File: src/rtl/car_drive_controller.sv
`timescale 1ns/1ps
// Drive sequencer for the line-following car: debounced track sensing, obstacle
// hysteresis, lost-line recovery with timeout, and an enable gate.
module car_drive_controller #(
   parameter int unsigned DEBOUNCE_CYC = 100_000,
   parameter logic [19:0] STOP_DIST    = 20'd3000,
   parameter logic [19:0] RESUME_DIST  = 20'd3500,
   parameter int unsigned CLEAR_CYC    = 5_000_000,
   parameter int unsigned LOST_TIMEOUT = 200_000_000
) (
   input  logic        clk,
   input  logic        rst,
   input  logic        en,
   input  logic        left_track,
   input  logic        mid_track,
   input  logic        right_track,
   input  logic [19:0] distance,
   output logic [1:0]  mode,
   output logic [1:0]  l_in,
   output logic [1:0]  r_in,
   output logic        blocked,
   output logic [2:0]  state_dbg
);

   localparam int DB_W   = $clog2(DEBOUNCE_CYC + 1);
   localparam int CLR_W  = $clog2(CLEAR_CYC + 1);
   localparam int LOST_W = $clog2(LOST_TIMEOUT + 1);

   localparam logic [DB_W-1:0]   DB_LAST   = DB_W'(DEBOUNCE_CYC - 1);
   localparam logic [CLR_W-1:0]  CLR_LAST  = CLR_W'(CLEAR_CYC - 1);
   localparam logic [CLR_W-1:0]  CLR_SAT   = CLR_W'(CLEAR_CYC);
   localparam logic [LOST_W-1:0] LOST_LAST = LOST_W'(LOST_TIMEOUT - 1);
   localparam logic [LOST_W-1:0] LOST_SAT  = LOST_W'(LOST_TIMEOUT);

   localparam logic [1:0] MODE_FWD   = 2'b00;
   localparam logic [1:0] MODE_LEFT  = 2'b01;
   localparam logic [1:0] MODE_RIGHT = 2'b10;
   localparam logic [1:0] MODE_STOP  = 2'b11;

   localparam logic [1:0] PIN_COAST = 2'b00;
   localparam logic [1:0] PIN_FWD   = 2'b01;
   localparam logic [1:0] PIN_REV   = 2'b10;

   typedef enum logic [2:0] {
      ST_IDLE    = 3'd0,
      ST_FOLLOW  = 3'd1,
      ST_BLOCKED = 3'd2,
      ST_LOST    = 3'd3,
      ST_HALT    = 3'd4
   } state_t;

   logic [2:0]        trk_p0;
   logic [2:0]        trk_p1;
   logic [2:0]        trk_last;
   logic [2:0]        trk_db;
   logic [DB_W-1:0]   db_cnt;
   state_t            state;
   state_t            nxt_state;
   logic [CLR_W-1:0]  clr_cnt;
   logic [LOST_W-1:0] lost_cnt;
   logic              last_left;
   logic              obstacle;
   logic              clear;
   logic [1:0]        follow_mode;

   assign obstacle  = (distance != 20'd0) && (distance < STOP_DIST);
   assign clear     = (distance == 20'd0) || (distance >= RESUME_DIST);
   assign state_dbg = state;

   // Stage p0/p1: two-flop synchronizer for the asynchronous track sensors
   always_ff @(posedge clk) begin
      trk_p0 <= {left_track, mid_track, right_track};
      trk_p1 <= trk_p0;
   end

   // Debounce: the synchronized vector must sit still for DEBOUNCE_CYC cycles
   always_ff @(posedge clk) begin
      if (!rst) begin
         trk_last <= 3'b000;
         db_cnt   <= '0;
         trk_db   <= 3'b000;
      end else if (trk_p1 != trk_last) begin
         trk_last <= trk_p1;
         db_cnt   <= '0;
      end else if (db_cnt == DB_LAST) begin
         trk_db   <= trk_last;
      end else begin
         db_cnt   <= db_cnt + 1'b1;
      end
   end

   always_comb begin
      follow_mode = MODE_STOP;
      case (trk_db)
         3'b010, 3'b111, 3'b101: follow_mode = MODE_FWD;
         3'b100, 3'b110:         follow_mode = MODE_LEFT;
         3'b001, 3'b011:         follow_mode = MODE_RIGHT;
         default:                follow_mode = MODE_STOP;
      endcase
   end

   always_comb begin
      nxt_state = state;
      case (state)
         ST_IDLE:    nxt_state = ST_FOLLOW;
         ST_FOLLOW: begin
            if (obstacle)               nxt_state = ST_BLOCKED;
            else if (trk_db == 3'b000)  nxt_state = ST_LOST;
         end
         ST_BLOCKED: begin
            if (clear && clr_cnt == CLR_LAST) nxt_state = ST_FOLLOW;
         end
         ST_LOST: begin
            if (obstacle)                     nxt_state = ST_BLOCKED;
            else if (trk_db != 3'b000)        nxt_state = ST_FOLLOW;
            else if (lost_cnt == LOST_LAST)   nxt_state = ST_HALT;
         end
         ST_HALT:    nxt_state = ST_HALT;
         default:    nxt_state = ST_IDLE;
      endcase
      if (!en) nxt_state = ST_IDLE;
   end

   // Outputs are decoded from the next state so they move with state_dbg
   always_ff @(posedge clk) begin
      if (!rst) begin
         state     <= ST_IDLE;
         mode      <= MODE_STOP;
         l_in      <= PIN_COAST;
         r_in      <= PIN_COAST;
         blocked   <= 1'b0;
         clr_cnt   <= '0;
         lost_cnt  <= '0;
         last_left <= 1'b1;
      end else begin
         state   <= nxt_state;
         blocked <= (nxt_state == ST_BLOCKED);

         if (state != ST_BLOCKED || !clear) clr_cnt <= '0;
         else if (clr_cnt != CLR_SAT)        clr_cnt <= clr_cnt + 1'b1;

         if (state != ST_LOST)               lost_cnt <= '0;
         else if (lost_cnt != LOST_SAT)      lost_cnt <= lost_cnt + 1'b1;

         case (nxt_state)
            ST_FOLLOW: begin
               mode <= follow_mode;
               l_in <= (follow_mode == MODE_STOP) ? PIN_COAST : PIN_FWD;
               r_in <= (follow_mode == MODE_STOP) ? PIN_COAST : PIN_FWD;
               if (follow_mode == MODE_LEFT)       last_left <= 1'b1;
               else if (follow_mode == MODE_RIGHT) last_left <= 1'b0;
            end
            ST_LOST: begin
               mode <= last_left ? MODE_LEFT : MODE_RIGHT;
               l_in <= last_left ? PIN_REV : PIN_FWD;
               r_in <= last_left ? PIN_FWD : PIN_REV;
            end
            default: begin
               mode <= MODE_STOP;
               l_in <= PIN_COAST;
               r_in <= PIN_COAST;
            end
         endcase
      end
   end

endmodule

File: config.mk
export PLATFORM = sky130hd
export DESIGN_NAME = car_drive_controller
export DESIGN_NICKNAME = d
export VERILOG_FILES = /design/src/rtl/car_drive_controller.sv
export SDC_FILE = /design/constraint.sdc
export NUM_CORES = 1
export LEC_CHECK = 0
export CAP_MARGIN = 20
export CORE_MARGIN = 5
export CORE_UTILIZATION = 35
export CTS_CLUSTER_DIAMETER = 60
export DETAILED_ROUTE_END_ITERATION = 7
export HOLD_SLACK_MARGIN = 0.05
export PLACE_DENSITY_LB_ADDON = 0.1
export SLEW_MARGIN = 20
export SYNTH_ARGS = -nofsm -noshare
export SYNTH_HDL_FRONTEND = slang
export SYNTH_SLANG_ARGS = --single-unit
File: constraint.sdc
create_clock -name clk -period 2.3 [get_ports clk]
set_input_delay 0.575 -clock clk [delete_from_list [all_inputs] [get_ports clk]]
set_output_delay 0.575 -clock clk [all_outputs]
set_load 0.02 [all_outputs]
Word-level counts from Yosys, hierarchy flattened
Index checks and enable logic that the tools add are counted.
- add/subtract/negate cells: 3
- $mul: 0
- div/mod/pow operators: 0
- order comparisons: 2
- equal/unequal tests: 25
- shifts and indexed selects: 0
- mux-type cells: 17
- bitwise gates (word level): 2
- reduce and logical (&&, ||, !) cells: 19
- operators by type and width (cell ; count):
    28-bit by 1-bit adder with 28-bit output (second input constant) ; 1
    28-bit == test (second input constant) ; 1
    28-bit != test (second input constant) ; 1
    23-bit by 1-bit adder with 23-bit output (second input constant) ; 1
    23-bit == test (second input constant) ; 1
    23-bit != test (second input constant) ; 1
    3-bit 2-to-1 mux ; 7
    20-bit by 12-bit greater-or-equal comparator with 1-bit output (second input constant) ; 1
    20-bit zero test ; 1
    20-bit by 12-bit < comparator with 1-bit output (second input constant) ; 1
    20-bit nonzero test ; 1
    3-bit by 2-bit == test with 1-bit output (second input constant) ; 6
    17-bit by 1-bit adder with 17-bit output (second input constant) ; 1
    17-bit == test (second input constant) ; 1
    3-bit == test (second input constant) ; 5
    3-bit case mux with 5 select lines ; 1
    2-bit case mux with 2 select lines ; 3
    2-bit OR reduction ; 5
    3-bit by 1-bit == test with 1-bit output (second input constant) ; 3
    3-bit zero test ; 2
    3-bit by 2-bit != test with 1-bit output (second input constant) ; 2
    2-bit case mux with 3 select lines ; 1
    2-bit == test (second input constant) ; 2
    2-bit 2-to-1 mux ; 2
    11 further kinds ; 17
- register bits: 91
- latch bits: 0
- RAM bits: 0
- memory bits (read-only): 0
- input bits: 26
- output and inout port bits: 10
- word-level logic and storage cells: 81
- memories kept: 0

Longest topological paths before layout
Gate-level depths: netlist of the first run.
- depth in word-level cells: 8
- mapped depth: 7
- gate-level depth less buffers: 7

Worst setup path before layout of the first run
No wires, ideal clock.
- path kind: flip-flop to flip-flop
- start point: reg clr_cnt[1]
- end point: reg mode[1]
- library setup time: 122 ps
- arrival time: 2003 ps
- data required time: 2178 ps
- slack: 175 ps
- cell stages (with the launch flop): 8
- buffers on the path: 0
- period minus slack after synthesis: 2125 ps
- cells stage by stage: dfxtp_1 ha_1 and3_1 nand3_1 or3_1 o31a_1 a21o_1 a221o_1
- longest elaborated chain between the ends: 7
- elaborated cells between the ends (all ways): 8
- those cells by class: 3 x eq/ne; 4 x mux; 1 x reduce/logical
- RTL lines (element ; line ; source):
    start, declared ; 59 ; logic [CLR_W-1:0] clr_cnt;
    start signal, assigned ; 140 ; else if (clr_cnt != CLR_SAT) clr_cnt <= clr_cnt + 1'b1;
    23-bit == test * ; 111 ; if (clear && clr_cnt == CLR_LAST) nxt_state = ST_FOLLOW;
    1-bit logical AND * ; 111 ;
    3-bit 2-to-1 mux * ; 111 ;
    3-bit case mux with 5 select lines * ; 104 ; case (state)
    3-bit 2-to-1 mux * ; 121 ; if (!en) nxt_state = ST_IDLE;
    3-bit by 2-bit == test with 1-bit output / 3-bit by 1-bit == test with 1-bit output (equally long branches) ; 145 ; case (nxt_state)
    2-bit case mux with 2 select lines * ; 145 ;
    end signal, assigned ; 147 ; mode <= follow_mode;
    end signal, assigned ; 154 ; mode <= last_left ? MODE_LEFT : MODE_RIGHT;
    end, declared ; 18 ; output logic [1:0] mode,
Mark *: on every way between the ends. The rest lies on a longest branch, timed or not.
A chain may end at the register's enable or synchronous reset.

Worst setup path in the final report of the first run
- start point: in distance[9]
- end point: reg mode[1]
- longest elaborated chain between the ends: 8
- elaborated cells between the ends (all ways): 15
- those cells by class: 2 x order compare; 2 x eq/ne; 6 x mux; 5 x reduce/logical
- RTL lines (element ; line ; source):
    start, declared ; 17 ; input logic [19:0] distance,
    20-bit by 12-bit greater-or-equal comparator with 1-bit output / 20-bit zero test (equally long branches) ; 67 ; assign clear = (distance == 20'd0) || (distance >= RESUME_DIST);
    1-bit logical OR ; 67 ;
    1-bit logical AND ; 111 ;
    3-bit 2-to-1 mux ; 111 ;
    3-bit case mux with 5 select lines * ; 104 ;
    3-bit 2-to-1 mux * ; 121 ;
    3-bit by 2-bit == test with 1-bit output / 3-bit by 1-bit == test with 1-bit output (equally long branches) ; 145 ;
    2-bit case mux with 2 select lines * ; 145 ;
Marks and branches as above.

==> impl_metrics.toml, run 1 <==
[synthesis]
synth_area_per_cell_um2 = 8.76
synth_edf_count = 0
ys_seq_area_share_pct = 44.3
synth_top_area_cell = "dfxtp_1"
ys.flop_type = "dfxtp_1"
netlist.area_leader.share_pct = 44.3
async_flop_share_pct = 0
synth_cell_types = 45
syn_inst = 469
synth_seq_cells = 91
synth_area_leaders = "dfxtp_1 (44%), nor2_1 (8.7%), xor2_1 (8.1%)"
netlist_area_mm2 = 0.00411
syn_nets = 502
yosys_warnings = 0

[outcome]
status = "finished clean"

[setup_path]
critPathKind = "in2reg"
start_kind = "primary input"
cp.required_ps = 2530
reg2regPathDepth = 6
critPathMaxFanout = 6
end_kind = "flop"
crit_arrival_ps = 2510

[route]
avgRoutedWirePerCell_um = 13.4
route.met2.wl_um = 4510
drcViolationCount = 0
dr.pass1.iters = 4
met3WireLength_um = 234
top_layer = "met4"
wl_um = 9370
wl_met1_um = 4520
dr_total_vias = 3404
ant_nets = 0
drt_iter0_markers = 155
vias_per_cell = 4.86

[timing]
setup_ws_ps = 17.1
whs_ps = 333
period_share_pct = 99.3
rsz0062_at_grt = "yes"
fmax_mhz = 438
slew_violations = 0
timing_hold_violations_final = 0
finalClockSkew_ps = 7.15
maxSlewHeadroom_pct = 66.4
min_period_ps = 2280
setup_violations = 0
worst_slew_pin_slew_ps = 504

[floorplanning]
die_area_mm2 = 0.0140
fp.dieH_um = 118
die_w_um = 118
coreArea_mm2 = 0.0115
io_pins = 36
start_util_pct = 35.8
fp-row-count = 39

[place]
gp_congestion = 0.799
dp_hpwl_um = 6730
placed_area_mm2 = 0.00491
io_buffers = 35
post-place-ws_ps = -305

[global_route]
antenna_found_initial = 0
grt_pass1_vias = 3314
grt_max_degree = 29
grt_pass1_wl_um = 15600
grt.overflow.total = 0
grt_use_total_pct = 13.7

[cells_and_area]
final_util_pct = 46.5
final_common_cell = "nor2_1"
antennaDiodeCount = 0
finish.instance_area_mm2 = 0.00534
final_cell_mix = "nor2_1 (95), dfxtp_1 (87), buf_4 (43), xor2_1 (38), nand2_1 (35)"
final_nets = 586
area_growth_pct = 29.9
drive_gt1_share_pct = 15.1

[clock_tree]
cts_buffers = 9
root_buffer = "clkbuf_16"
numClockSinks = 91
clkTransAtPathRegs_ps = 60
cts.path.max_buffers = 2
clk_latency_ps = 350
cts_tree = "done"
cts-hold-fix-buffers = 0
htree_levels = 3

[power_and_ir_drop]
vdd_ir_drop_max_v = 0.000284
power_w = 0.00308
leakagePower_nw = 1.82
power_density_mw_per_mm2 = 576

[min_path]
min_path_cells = 0
hold_path.class = "reg2reg"

[flow_run]
drv_cap = 0
[repair_timing]
action / CTS / global route
resized for setup: 1 / 22
setup endpoints to repair: 1 / 11
setup buffers: 0 / 7
pin swaps: 0 / 15
[area by class of cell]
class                      count  area [um2]
fill                        1099        6130
multi-input combinational    357        2320
sequential                    91        1830
timing repair buffer          79         696
clock buffer                  11         233
tap                          143         179
inverter                      15        56.3
clock inverter                 4        28.8
[registers in the layout, indices dropped and copies added (netlist names)]
| signal | count |
|---|---|
| last_left | 1 |
| db_cnt | 17 |
| trk_last | 3 |
| r_in | 2 |
| state_dbg | 3 |
| trk_p0 | 3 |
| clr_cnt | 23 |
| trk_db | 3 |
| mode | 2 |
| blocked | 1 |
| lost_cnt | 28 |
| l_in | 2 |
| trk_p1 | 3 |
[worst max-delay path, stage by stage]
cell and delay, ps:
clkdlybuf4s50_1 430, nor4_1 290, and3_1 230, o31a_1 310, a31oi_2 170, a21boi_1 180
a221o_1 320
[final timing paths]
kind	to	slack, ps	startpoint
worst max-delay path	mode[1]$_SDFF_PN1_	20	distance[9]
worst min register to register	trk_p1[0]$_DFF_P_	330	trk_p0[0]$_DFF_P_
worst max register to register	mode[1]$_SDFF_PN1_	40	lost_cnt[27]$_SDFFE_PP0P_
worst min-delay path	trk_p1[0]$_DFF_P_	330	trk_p0[0]$_DFF_P_
[stage by stage]
| stage | setup TNS (ps) | std cells |
|---|---|---|
| 2_1_floorplan | 0 | 469 |
| 3_3_place_gp | -4860 | 678 |
| 3_5_place_dp | -5980 | 678 |
| 4_1_cts | 0 | 693 |
| 5_1_grt | -82.8 | 700 |
| 6_report | 0 | 700 |
[synth_stat cells (4+ instances only)]
cell type	instances
a21oi_1	8
and3_1	8
and4_1	5
clkbuf_1	5
dfxtp_1	91
ha_1	7
inv_1	15
mux2i_1	8
nand2_1	35
nand2b_1	7
nand3_1	31
nand4_1	15
nand4b_1	5
nor2_1	95
nor3_1	11
nor4_1	11
nor4bb_1	4
xnor2_1	26
xor2_1	38
[per-layer routing]
metal | track usage (%) | vias to the layer above
li1 | - | 1783
met1 | 17.1 | 1583
met2 | 22.4 | 29
met3 | 4.01 | 9
met4 | 4.95 | 0
met5 | 0 | -
[where the power goes]
part	switching (W)	internal [W]
sequential	0.0000118	0.00159
clock	0.000612	0.000727
combinational	0.0000578	0.0000784
[kinds of logic (layout without fill, tap and decap cells)]
| group | Yosys count | in the layout | synth area share [%] |
|---|---|---|---|
| AND/OR/NAND/NOR | 251 | 251 | 31.4 |
| flip-flops | 91 | 91 | 44.3 |
| XOR/XNOR | 64 | 64 | 13.6 |
| AO/OA/AOI/OAI | 27 | 27 | 4.66 |
| buffers and inverters | 21 | 109 | 1.92 |
| multiplexers | 8 | 8 | 1.95 |
| adder cells (fa/ha/maj) | 7 | 7 | 2.13 |
Note: power is estimated with default switching activity, not from simulation.
==> run 2, diff against run 1 <==
--- a/config.mk
+++ b/config.mk
@@ -9,9 +9,11 @@
 export CORE_MARGIN = 5
 export CORE_UTILIZATION = 35
 export CTS_CLUSTER_DIAMETER = 60
+export CTS_CLUSTER_SIZE = 14
 export DETAILED_ROUTE_END_ITERATION = 7
 export HOLD_SLACK_MARGIN = 0.05
 export PLACE_DENSITY_LB_ADDON = 0.1
+export RECOVER_POWER = 50
 export SLEW_MARGIN = 20
 export SYNTH_ARGS = -nofsm -noshare
 export SYNTH_HDL_FRONTEND = slang
==> run 2 against run 1 <==
Total power is 0.12% lower. Clock-buffer cell count unchanged. Global-route usage unchanged. Sequential cell count stayed put. Highest routed layer unchanged. Die area is the same. Clock skew decreased by 0.69 ps.
==> impl_metrics.toml, run 2 (same netlist as run 1, synthesis figures left out) <==
[setup_path]
cp.required_ps = 2530
crit_chain = "clkdlybuf4s50_1 -> nor4_1 -> and3_1 -> o31a_1 -> a31oi_2 -> a21boi_1 -> a221o_1"
cpPeakStageDelay_ps = 430
critPathMaxFanout = 6
crit_arrival_ps = 2510
end_kind = "flop"
slowest_stage = "clkdlybuf4s50_1"
start_kind = "primary input"
critPathKind = "in2reg"

[route]
drcViolationCount = 0
dr_total_vias = 3405
dr.pass1.iters = 4
drt_iter0_markers = 156
avgRoutedWirePerCell_um = 13.3
vias_per_cell = 4.86
route.met2.wl_um = 4460
wl_met1_um = 4480
ant_nets = 0
top_layer = "met4"
wl_um = 9340
met3WireLength_um = 267

[cells_and_area]
antennaDiodeCount = 0
largest_register_ffs = 28
area_growth_pct = 29.7
final_cell_mix = "nor2_1 (95), dfxtp_1 (87), buf_4 (40), xor2_1 (38), nand2_1 (35)"
final_nets = 586
drive_gt1_share_pct = 14.7
largestRegisters = "lost_cnt x28, clr_cnt x23, db_cnt x17"
regMostFlops = "lost_cnt"
final_util_pct = 46.5
final_common_cell = "nor2_1"

[power_and_ir_drop]
combPwrFrac_pct = 4.3
p_sw_w = 0.000682
p_seq_share_pct = 52.1
p_sw_share_pct = 22.2
power.share.clock_pct = 43.6
leakagePower_nw = 1.83
internal_power_w = 0.00239
vdd_ir_drop_max_v = 0.000284
power_density_mw_per_mm2 = 577

[floorplanning]
die_w_um = 118
io_pins = 36
coreArea_mm2 = 0.0115
die_area_mm2 = 0.0140
fp-row-count = 39
start_util_pct = 35.8
fp.dieH_um = 118

[timing]
timing_hold_violations_final = 0
maxSlewHeadroom_pct = 49.8
rsz0062_at_grt = "yes"
period_share_pct = 99.0
setup_ws_ps = 22.5
worst_slew_pin_slew_ps = 753
finalClockSkew_ps = 6.45
slew_violations = 0
fmax_mhz = 439
setup_violations = 0
min_period_ps = 2280
setup_tns_ps = 0

[clock_tree]
clk_latency_ps = 350
cts.path.max_buffers = 2
cts-hold-fix-buffers = 0
clkTransAtPathRegs_ps = 60
htree_levels = 3
numClockSinks = 91
root_buffer = "clkbuf_16"
cts_tree = "done"
cts_buffers = 9

[place]
dp_hpwl_um = 6730
post-place-ws_ps = -305
gp_congestion = 0.799
io_buffers = 35

[global_route]
grt.overflow.total = 0
grt_pass1_vias = 3314
grt_use_total_pct = 13.7
grt_max_degree = 29
grt_pass1_wl_um = 15600
antenna_found_initial = 0

[flow_run]
drv_cap = 0

[min_path]
hold_path.class = "reg2reg"

[outcome]
status = "finished clean"
run 2: changes by cell type in the layout (fill, tap and decap cells not counted):
cell and delta:
and2_0 +1, and2_1 -1, buf_4 -3, clkbuf_1 +2, clkbuf_2 +1, clkdlybuf4s50_1 -11
dlygate4sd3_1 +11
run 2: power by group through the flow:
stage | logic (W) | clock network [W] | registers, W
floorplan | 0.0000423 | 0 | 0.00164
finish | 0.000132 | 0.00134 | 0.00160
global route | 0.000144 | 0.00147 | 0.00160
global placement | 0.000133 | 0 | 0.00164
CTS | 0.000135 | 0.00139 | 0.00160
detailed placement | 0.000134 | 0 | 0.00164
run 2: routing by layer:
metal | global-route usage, % | vias up
met5 | 0 | -
met4 | 4.95 | 0
met3 | 4.01 | 10
met2 | 22.4 | 27
met1 | 17.1 | 1584
li1 | - | 1784
run 2: what timing repair did:
item / 4_1_cts / 5_1_grt
setup endpoints to repair: 1 / 11
setup buffers: 0 / 7
pin swaps: 0 / 15
gates resized for setup: 1 / 22
run 2: final timing paths:
check	from	endpoint	slack (ps)	cells past startpoint
min reg2reg	trk_p0[0]$_DFF_P_	trk_p1[0]$_DFF_P_	330	0
min	trk_p0[0]$_DFF_P_	trk_p1[0]$_DFF_P_	330	0
max reg2reg	lost_cnt[27]$_SDFFE_PP0P_	mode[1]$_SDFF_PN1_	40	6
max	distance[9]	mode[1]$_SDFF_PN1_	20	7
run 2: final cells by class:
cell class	instances	area, um2
Inverter	15	56.3
Tap cell	143	179
Clock buffer	11	233
Clock inverter	4	28.8
Multi-Input combinational cell	357	2320
Fill cell	1101	6140
Sequential cell	91	1830
Timing Repair Buffer	79	686
run 2: through the flow:
stage                     total power, W  hold WS, ps  cells  cell area [um2]
after CTS                        0.00313          333    693             5180
after floorplan                  0.00168          310    469             4110
after global placement           0.00177          325    678             4910
after global routing             0.00322          345    700             5330
after detailed placement         0.00177          323    678             4910
final                            0.00307          333    700             5330
run 2: worst max-delay path: cells and delay by family:
kind                   cells  cell delay (ps)
buffers and inverters      1              430
AND/OR/NAND/NOR            2              520
AO/OA/AOI/OAI              4              960
==> run 3, diff against run 2 <==
--- a/config.mk
+++ b/config.mk
@@ -13,7 +13,6 @@
 export DETAILED_ROUTE_END_ITERATION = 7
 export HOLD_SLACK_MARGIN = 0.05
 export PLACE_DENSITY_LB_ADDON = 0.1
-export RECOVER_POWER = 50
 export SLEW_MARGIN = 20
 export SYNTH_ARGS = -nofsm -noshare
 export SYNTH_HDL_FRONTEND = slang
==> results of run 3 <==
Final layout, timing and power as in run 1 (identical DEF).
